**src/rtl/clock_pkg.sv**
```systemverilog
// clock_pkg: state encoding, BCD limits and BCD helpers
// shared by the clock_timekeeper slice.
package clock_pkg;

   typedef enum logic [1:0] {
      ST_RUN      = 2'd0,
      ST_SET_HOUR = 2'd1,
      ST_SET_MIN  = 2'd2
   } clk_state_e;

   // Packed BCD {tens, units}
   localparam logic [5:0] BCD_HOUR_MAX = 6'h23;
   localparam logic [6:0] BCD_MIN_MAX  = 7'h59;
   localparam logic [6:0] BCD_SEC_MAX  = 7'h59;
   localparam logic [5:0] BCD_NOON     = 6'h12;

   function automatic logic [6:0] bcd_inc60(input logic [6:0] v);
      logic [6:0] r;
      if (v == BCD_MIN_MAX)
         r = 7'h00;
      else if (v[3:0] == 4'd9)
         r = {v[6:4] + 3'd1, 4'd0};
      else
         r = {v[6:4], v[3:0] + 4'd1};
      return r;
   endfunction

   function automatic logic [5:0] bcd_inc24(input logic [5:0] v);
      logic [5:0] r;
      if (v == BCD_HOUR_MAX)
         r = 6'h00;
      else if (v[3:0] == 4'd9)
         r = {v[5:4] + 2'd1, 4'd0};
      else
         r = {v[5:4], v[3:0] + 4'd1};
      return r;
   endfunction

   // 24-hour BCD hour -> 12-hour BCD hour (0 shows as 12)
   function automatic logic [5:0] hour_12h(input logic [5:0] h);
      logic [4:0] b;
      logic [5:0] r;
      b = 5'(h[5:4]) * 5'd10 + 5'(h[3:0]);
      if (b == 5'd0)
         b = 5'd12;
      else if (b > 5'd12)
         b = b - 5'd12;
      if (b >= 5'd10)
         r = {2'd1, 4'(b - 5'd10)};
      else
         r = {2'd0, 4'(b)};
      return r;
   endfunction

endpackage

```
**src/rtl/clock_autorepeat.sv**
```systemverilog
// clock_autorepeat: Up button edge detect plus autorepeat.
// Ports: clk_i, rst_ni (async low), up_i level, event_o 1-cycle pulse.
module clock_autorepeat
   import clock_pkg::*;
#(
   parameter int DELAY_CYC  = 16384,
   parameter int PERIOD_CYC = 4096
) (
   input  logic clk_i,
   input  logic rst_ni,
   input  logic up_i,
   output logic event_o
);

   localparam int MAXC = (DELAY_CYC > PERIOD_CYC) ? DELAY_CYC : PERIOD_CYC;
   localparam int CW   = (MAXC > 1) ? $clog2(MAXC) : 1;
   localparam logic [CW-1:0] DLY_LAST = CW'(DELAY_CYC - 1);
   localparam logic [CW-1:0] PER_LAST = CW'(PERIOD_CYC - 1);

   logic          up_q;
   logic          rep_q;
   logic          event_q;
   logic [CW-1:0] cnt_q;
   logic [CW-1:0] lim;

   // Initial hold uses the long delay, then the short period
   assign lim     = rep_q ? PER_LAST : DLY_LAST;
   assign event_o = event_q;

   always_ff @(posedge clk_i or negedge rst_ni) begin
      if (!rst_ni) begin
         up_q    <= 1'b0;
         rep_q   <= 1'b0;
         event_q <= 1'b0;
         cnt_q   <= '0;
      end else begin
         up_q    <= up_i;
         event_q <= 1'b0;
         if (!up_i) begin
            cnt_q <= '0;
            rep_q <= 1'b0;
         end else if (!up_q) begin
            event_q <= 1'b1;
            cnt_q   <= '0;
            rep_q   <= 1'b0;
         end else if (cnt_q == lim) begin
            event_q <= 1'b1;
            cnt_q   <= '0;
            rep_q   <= 1'b1;
         end else begin
            cnt_q <= cnt_q + CW'(1);
         end
      end
   end

endmodule

```
**src/rtl/clock_timekeeper.sv**
```systemverilog
// clock_timekeeper: BCD time-of-day clock with set mode and blink.
// Ports: i_Clock, i_Reset_n, i_Set_Pulse, i_Up_Level in; BCD digits,
// o_PM, o_Blank_Digits, o_Dot, o_Tick_1Hz, o_Day_Tick, o_Setting out.
module clock_timekeeper
   import clock_pkg::*;
#(
   parameter int CLK_FREQ_HZ       = 32768,
   parameter int HOUR_12           = 0,
   parameter int REPEAT_DELAY_CYC  = 16384,
   parameter int REPEAT_PERIOD_CYC = 4096
) (
   input  logic       i_Clock,
   input  logic       i_Reset_n,
   input  logic       i_Set_Pulse,
   input  logic       i_Up_Level,
   output logic [1:0] o_Hour_Tens,
   output logic [3:0] o_Hour_Units,
   output logic [2:0] o_Min_Tens,
   output logic [3:0] o_Min_Units,
   output logic [2:0] o_Sec_Tens,
   output logic [3:0] o_Sec_Units,
   output logic       o_PM,
   output logic [3:0] o_Blank_Digits,
   output logic       o_Dot,
   output logic       o_Tick_1Hz,
   output logic       o_Day_Tick,
   output logic       o_Setting
);

   localparam int PW    = (CLK_FREQ_HZ > 1) ? $clog2(CLK_FREQ_HZ) : 1;
   localparam int HALF  = CLK_FREQ_HZ / 2;
   localparam int QUART = CLK_FREQ_HZ / 4;
   localparam logic [PW-1:0] PRE_LAST = PW'(CLK_FREQ_HZ - 1);

   clk_state_e    state_q;
   logic [PW-1:0] presc_q;
   logic [31:0]   presc_w;
   logic [5:0]    hour_q, hour_d, hour_disp;
   logic [6:0]    min_q, min_d;
   logic [6:0]    sec_q, sec_d;
   logic          tick, inc_ev, blink, dot_run;
   logic          sec_wrap, min_wrap, midnight;
   logic          tick_q, day_q, dot_q;
   logic [3:0]    blank_q;

   clock_autorepeat #(
      .DELAY_CYC  (REPEAT_DELAY_CYC),
      .PERIOD_CYC (REPEAT_PERIOD_CYC)
   ) u_rep (
      .clk_i   (i_Clock),
      .rst_ni  (i_Reset_n),
      .up_i    (i_Up_Level),
      .event_o (inc_ev)
   );

   assign presc_w  = 32'(presc_q);
   assign tick     = (state_q == ST_RUN) && (presc_q == PRE_LAST);
   assign blink    = (presc_w % 32'(HALF)) >= 32'(QUART);
   assign dot_run  = presc_w < 32'(HALF);
   assign sec_wrap = sec_q == BCD_SEC_MAX;
   assign min_wrap = min_q == BCD_MIN_MAX;
   assign midnight = (hour_q == BCD_HOUR_MAX) && min_wrap && sec_wrap;

   // Tick carries run only in RUN; set edits never carry.
   // A Set pulse wins over a coincident Up event.
   always_comb begin
      hour_d = hour_q;
      min_d  = min_q;
      sec_d  = sec_q;
      if (tick) begin
         sec_d = bcd_inc60(sec_q);
         if (sec_wrap) begin
            min_d = bcd_inc60(min_q);
            if (min_wrap)
               hour_d = bcd_inc24(hour_q);
         end
      end
      unique case (state_q)
         ST_SET_HOUR: begin
            if (!i_Set_Pulse && inc_ev)
               hour_d = bcd_inc24(hour_q);
         end
         ST_SET_MIN: begin
            if (i_Set_Pulse)
               sec_d = '0;
            else if (inc_ev)
               min_d = bcd_inc60(min_q);
         end
         default: ;
      endcase
   end

   always_ff @(posedge i_Clock or negedge i_Reset_n) begin
      if (!i_Reset_n) begin
         state_q <= ST_RUN;
         presc_q <= '0;
         hour_q  <= '0;
         min_q   <= '0;
         sec_q   <= '0;
         tick_q  <= 1'b0;
         day_q   <= 1'b0;
         dot_q   <= 1'b0;
         blank_q <= '0;
      end else begin
         hour_q <= hour_d;
         min_q  <= min_d;
         sec_q  <= sec_d;
         tick_q <= tick;
         day_q  <= tick && midnight;
         unique case (state_q)
            ST_RUN: begin
               blank_q <= 4'b0000;
               dot_q   <= dot_run;
               if (i_Set_Pulse) begin
                  state_q <= ST_SET_HOUR;
                  presc_q <= '0;
               end else begin
                  presc_q <= tick ? '0 : presc_q + PW'(1);
               end
            end
            ST_SET_HOUR: begin
               blank_q <= {blink, blink, 2'b00};
               dot_q   <= 1'b1;
               presc_q <= '0;
               if (i_Set_Pulse)
                  state_q <= ST_SET_MIN;
            end
            ST_SET_MIN: begin
               blank_q <= {2'b00, blink, blink};
               dot_q   <= 1'b1;
               presc_q <= '0;
               if (i_Set_Pulse)
                  state_q <= ST_RUN;
            end
            default: begin
               blank_q <= 4'b0000;
               dot_q   <= 1'b0;
               presc_q <= '0;
               state_q <= ST_RUN;
            end
         endcase
      end
   end

   assign hour_disp      = (HOUR_12 != 0) ? hour_12h(hour_q) : hour_q;
   assign o_Hour_Tens    = hour_disp[5:4];
   assign o_Hour_Units   = hour_disp[3:0];
   assign o_Min_Tens     = min_q[6:4];
   assign o_Min_Units    = min_q[3:0];
   assign o_Sec_Tens     = sec_q[6:4];
   assign o_Sec_Units    = sec_q[3:0];
   assign o_PM           = (HOUR_12 != 0) && (hour_q >= BCD_NOON);
   assign o_Blank_Digits = blank_q;
   assign o_Dot          = dot_q;
   assign o_Tick_1Hz     = tick_q;
   assign o_Day_Tick     = day_q;
   assign o_Setting      = state_q != ST_RUN;

endmodule

```
**config.mk**
```make
export PLATFORM = sky130hd
export DESIGN_NAME = clock_timekeeper
export DESIGN_NICKNAME = d
export VERILOG_FILES = /design/src/rtl/clock_pkg.sv /design/src/rtl/clock_autorepeat.sv /design/src/rtl/clock_timekeeper.sv
export SDC_FILE = /design/constraint.sdc
export NUM_CORES = 1
export LEC_CHECK = 0
export ABC_AREA = 1
export BUFFER_PORTS_ARGS = -buffer_cell sky130_fd_sc_hd__buf_4
export CAP_MARGIN = 20
export CORE_ASPECT_RATIO = 0.5
export CORE_UTILIZATION = 55
export DETAILED_ROUTE_END_ITERATION = 7
export PLACE_DENSITY = 0.86
export SLEW_MARGIN = 10
export SYNTH_ARGS = -nofsm -noshare
export SYNTH_HDL_FRONTEND = slang
export SYNTH_HIERARCHICAL = 1
export SYNTH_SLANG_ARGS = --single-unit
```
**constraint.sdc**
```tcl
create_clock -name i_Clock -period 5.2 [get_ports i_Clock]
set_clock_uncertainty 0.05 [all_clocks]
set_input_delay 0.78 -clock i_Clock [delete_from_list [all_inputs] [get_ports i_Clock]]
set_output_delay 0.78 -clock i_Clock [all_outputs]
set_load 0.01 [all_outputs]
```
==> impl_summary.txt <==
----------------------------------------------------
[Floorplan]
  Number of rows created at floorplan ... 19
  I/O pin count ... 33
  Initial core utilization ... 0.579
  X dimension of the die ... 110 um
  Vertical die dimension ... 56.0 um
  Core Footprint ... 5540 um2
  Area of the die ... 6160 um2

[Worst setup path]
  Minimum setup slack among reg-to-reg paths ... 3.13 ns
  Category of the worst setup path capture point ... output port
  CP arrival ... 1.44 ns
  Number of cells traversed by the worst register-to-register path ... 7
  Kind of critical path ... reg2out
  Critical path startpoint ... state_q[0]
  Reg2Reg Launch Point ... state_q[1]
  RR Endpoint ... presc_q[2]
  Maximum net fanout on the critical path ... 5
  Kind of launch point of the worst setup path ... flip-flop
  Required time of the critical path ... 4.37 ns

[Power and ir drop]
  PD cells ... 377 nW/um2
  Largest vdd supply drop ... 388 uV
  Reported leakage power ... 1.88 nW

[Min path]
  Hold_sp ... u_rep/cnt_q[0]
  Hold path endpoint ... u_rep/cnt_q[0]
  Min-Delay Path Depth ... 1
  Worst hold path class ... reg2reg

[Synth]
  Mapped Avg Cell Area ... 8.55 um2
  Post-synthesis sequential area ratio ... 0.460
  Mapped Cells ... 375
  Number of distinct library cell variants in the gate-level netlist after synthesis ... 34
  Combined area of all synthesized cells ... 3210 um2
  Warnings, synthesis ... 6
  Post-synthesis register bit count ... 59
  Synth Net Count ... 398

[Drt]
  Drt via density ... 5.13
  Via count ... 2508
  Number of design-rule violations left by the first detailed-router iteration ... 138
  WL/cell ... 13.0 um
  Post-detailed-routing wire length ... 6.36 mm
  1st-pass router iterations ... 4
  DRC violations left ... 0
  Antenna-violating nets left ... 0

[Timing]
  F_max ... 0.441 GHz
  Slew margin rel. ... 0.509
  Worst setup margin ... 2.93 ns
  Count of endpoints failing hold in the final timing report ... 0
  Count of final max-slew check failures ... 0
  Final setup violating endpoints ... 0
  Clock period minus final worst setup slack ... 2.27 ns
  Tightest Pin Transition ... 0.736 ns
  Total negative setup slack ... 0 ns
  Tcrit/Tclk final ... 0.436
  Unrepaired setup endpoints after global routing ... no

[Clock network]
  H-Tree Level Count ... 3
  Clock transition time at the flip-flop clock pins of the worst setup and hold paths ... 0.05 ns
  Hold buffers post-CTS ... 0
  Number of clock sinks seen by CTS ... 59
  Worst-Skew Late Latency ... 0.33 ns
  TritonCTS clock tree ... yes
  Maximum number of buffers from clock root to sink ... 2
  Resized cells post-CTS ... 0
  Clock Tree Root ... sky130_fd_sc_hd__clkbuf_16
  Postcts setup bufs ... 0
  Clock buffers created by TritonCTS ... 9

[Place]
  Post-placement cell area ... 3480 um2
  Port-buffer cells ... 31
  DP HPWL ... 4.24 mm
  RD Place Congestion ... 0.826
  Worst setup slack after placement ... 3.20 ns

[GRT]
  Overall overflow remaining after global route ... 0
  Number of global-route vias before repair ... 2416
  Gr usage total ... 0.232
  Number of antenna violations at the first check in global routing ... 0
  Pin count of the biggest net entering global routing ... 60
  Global-route wire length before repair ... 10.8 mm

[Final layout]
  Post-route design area ... 3810 um2
  Area growth from synthesis to final layout ... 18.7%
  Most common cell after layout, fill and taps aside ... sky130_fd_sc_hd__nand2_1
  Net count reported at finish ... 434
  Antenna fix cells ... 0
  Filler Cells Inserted ... 424
  Commonest cells after routing, fill and taps aside ... sky130_fd_sc_hd__nand2_1, sky130_fd_sc_hd__dfrtp_1, sky130_fd_sc_hd__inv_1
  Share of layout cells above drive strength 1 ... 0.178

[Run]
  Max-capacitance violation count ... 0

[Status]
  Outcome ... finished clean

----------------------------------------------------
-- kinds of logic after synthesis --
logic type      synth area share
compound gates            0.0608
other cells              0.00117
buf+inv                   0.0854
simple gates               0.283
fa+ha+maj                 0.0741
xor+xnor                  0.0355
flops                      0.460
-- sequential cells by signal (all words and copies together), names as in the netlist --
| register | cells |
|---|---|
| presc_q | 15 |
| u_rep/cnt_q | 14 |
| min_q | 7 |
| sec_q | 7 |
| hour_disp | 6 |
| o_Blank_Digits | 2 |
| state_q | 2 |
| o_Day_Tick | 1 |
| o_Dot | 1 |
| o_Tick_1Hz | 1 |
| u_rep/event_o | 1 |
| u_rep/rep_q | 1 |
| u_rep/up_q | 1 |
-- critical path, stage by stage (launching register included) --
cell and delay (ns):
sky130_fd_sc_hd__dfrtp_1 0.42, sky130_fd_sc_hd__inv_1 0.10, sky130_fd_sc_hd__ha_1 0.23, sky130_fd_sc_hd__inv_1 0.19, sky130_fd_sc_hd__buf_4 0.17
-- metrics by stage --
step	hold WS [ns]	power, mW	util	instances
floorplan	0.368	0.698	-	375
global placement	0.379	0.779	0.628	473
detailed placement	0.382	0.796	0.628	473
CTS	0.414	1.44	0.687	489
global route	0.437	1.50	0.687	489
finish	0.409	1.43	0.687	489
-- worst max-delay path by stage --
stage	end	slack [ns]
after floorplan	presc_q[5]	3.49
after global placement	presc_q[13]	3.32
after global routing	o_Setting	2.90
final	o_Setting	2.93
after detailed placement	presc_q[13]	3.20
after CTS	o_Setting	2.95
-- power breakdown --
part	leakage [nW]	internal (mW)	switching (mW)	total, mW
sequential	0.803	0.498	0.0415	0.539
clock	0.165	0.442	0.196	0.638
combinational	0.911	0.0962	0.161	0.257
total	1.88	1.04	0.399	1.43
-- layout make-up --
type                       count  area [um2]  share of cell area
clock buffer                  11         253              0.0664
multi-input combinational    251        1460               0.383
clock inverter                 5        75.1              0.0197
timing repair buffer          31         233              0.0611
sequential                    59        1480               0.388
tap                           73        91.3              0.0240
inverter                      59         221              0.0582
-- cell usage after synthesis --
cell	number	share of area
sky130_fd_sc_hd__a211oi_1	1	0.0023
sky130_fd_sc_hd__a21oi_1	17	0.027
sky130_fd_sc_hd__a31oi_1	1	0.0020
sky130_fd_sc_hd__and2_1	1	0.0020
sky130_fd_sc_hd__buf_4	4	0.0094
sky130_fd_sc_hd__buf_6	2	0.0070
sky130_fd_sc_hd__conb_1	1	0.0012
sky130_fd_sc_hd__dfrtp_1	59	0.46
sky130_fd_sc_hd__ha_1	19	0.074
sky130_fd_sc_hd__inv_1	58	0.068
sky130_fd_sc_hd__inv_2	1	0.0012
sky130_fd_sc_hd__nand2_1	64	0.075
sky130_fd_sc_hd__nand2_2	8	0.016
sky130_fd_sc_hd__nand2_4	3	0.011
sky130_fd_sc_hd__nand3_1	24	0.037
sky130_fd_sc_hd__nand3_2	2	0.0062
sky130_fd_sc_hd__nand3_4	1	0.0055
sky130_fd_sc_hd__nand4_1	5	0.0098
sky130_fd_sc_hd__nand4_2	1	0.0039
sky130_fd_sc_hd__nor2_1	54	0.063
sky130_fd_sc_hd__nor2_2	3	0.0059
sky130_fd_sc_hd__nor2_4	3	0.011
sky130_fd_sc_hd__nor2_8	2	0.012
sky130_fd_sc_hd__nor3_1	6	0.0094
sky130_fd_sc_hd__nor3_4	1	0.0051
sky130_fd_sc_hd__nor3b_1	2	0.0047
sky130_fd_sc_hd__nor3b_2	1	0.0039
sky130_fd_sc_hd__o211ai_1	3	0.0070
sky130_fd_sc_hd__o21ai_0	7	0.011
sky130_fd_sc_hd__o21ai_1	6	0.0094
sky130_fd_sc_hd__o21ai_2	1	0.0027
sky130_fd_sc_hd__or2_0	1	0.0020
sky130_fd_sc_hd__xnor2_1	6	0.016
sky130_fd_sc_hd__xor2_1	7	0.019
-- layer usage --
layer	wire length [um]	part of all wire	GRT usage
met5	0	0	0
met4	93	0.015	0.0895
met3	215	0.034	0.0679
met2	3150	0.49	0.390
met1	2910	0.46	0.281
Note: power is estimated with default switching activity, not from simulation.
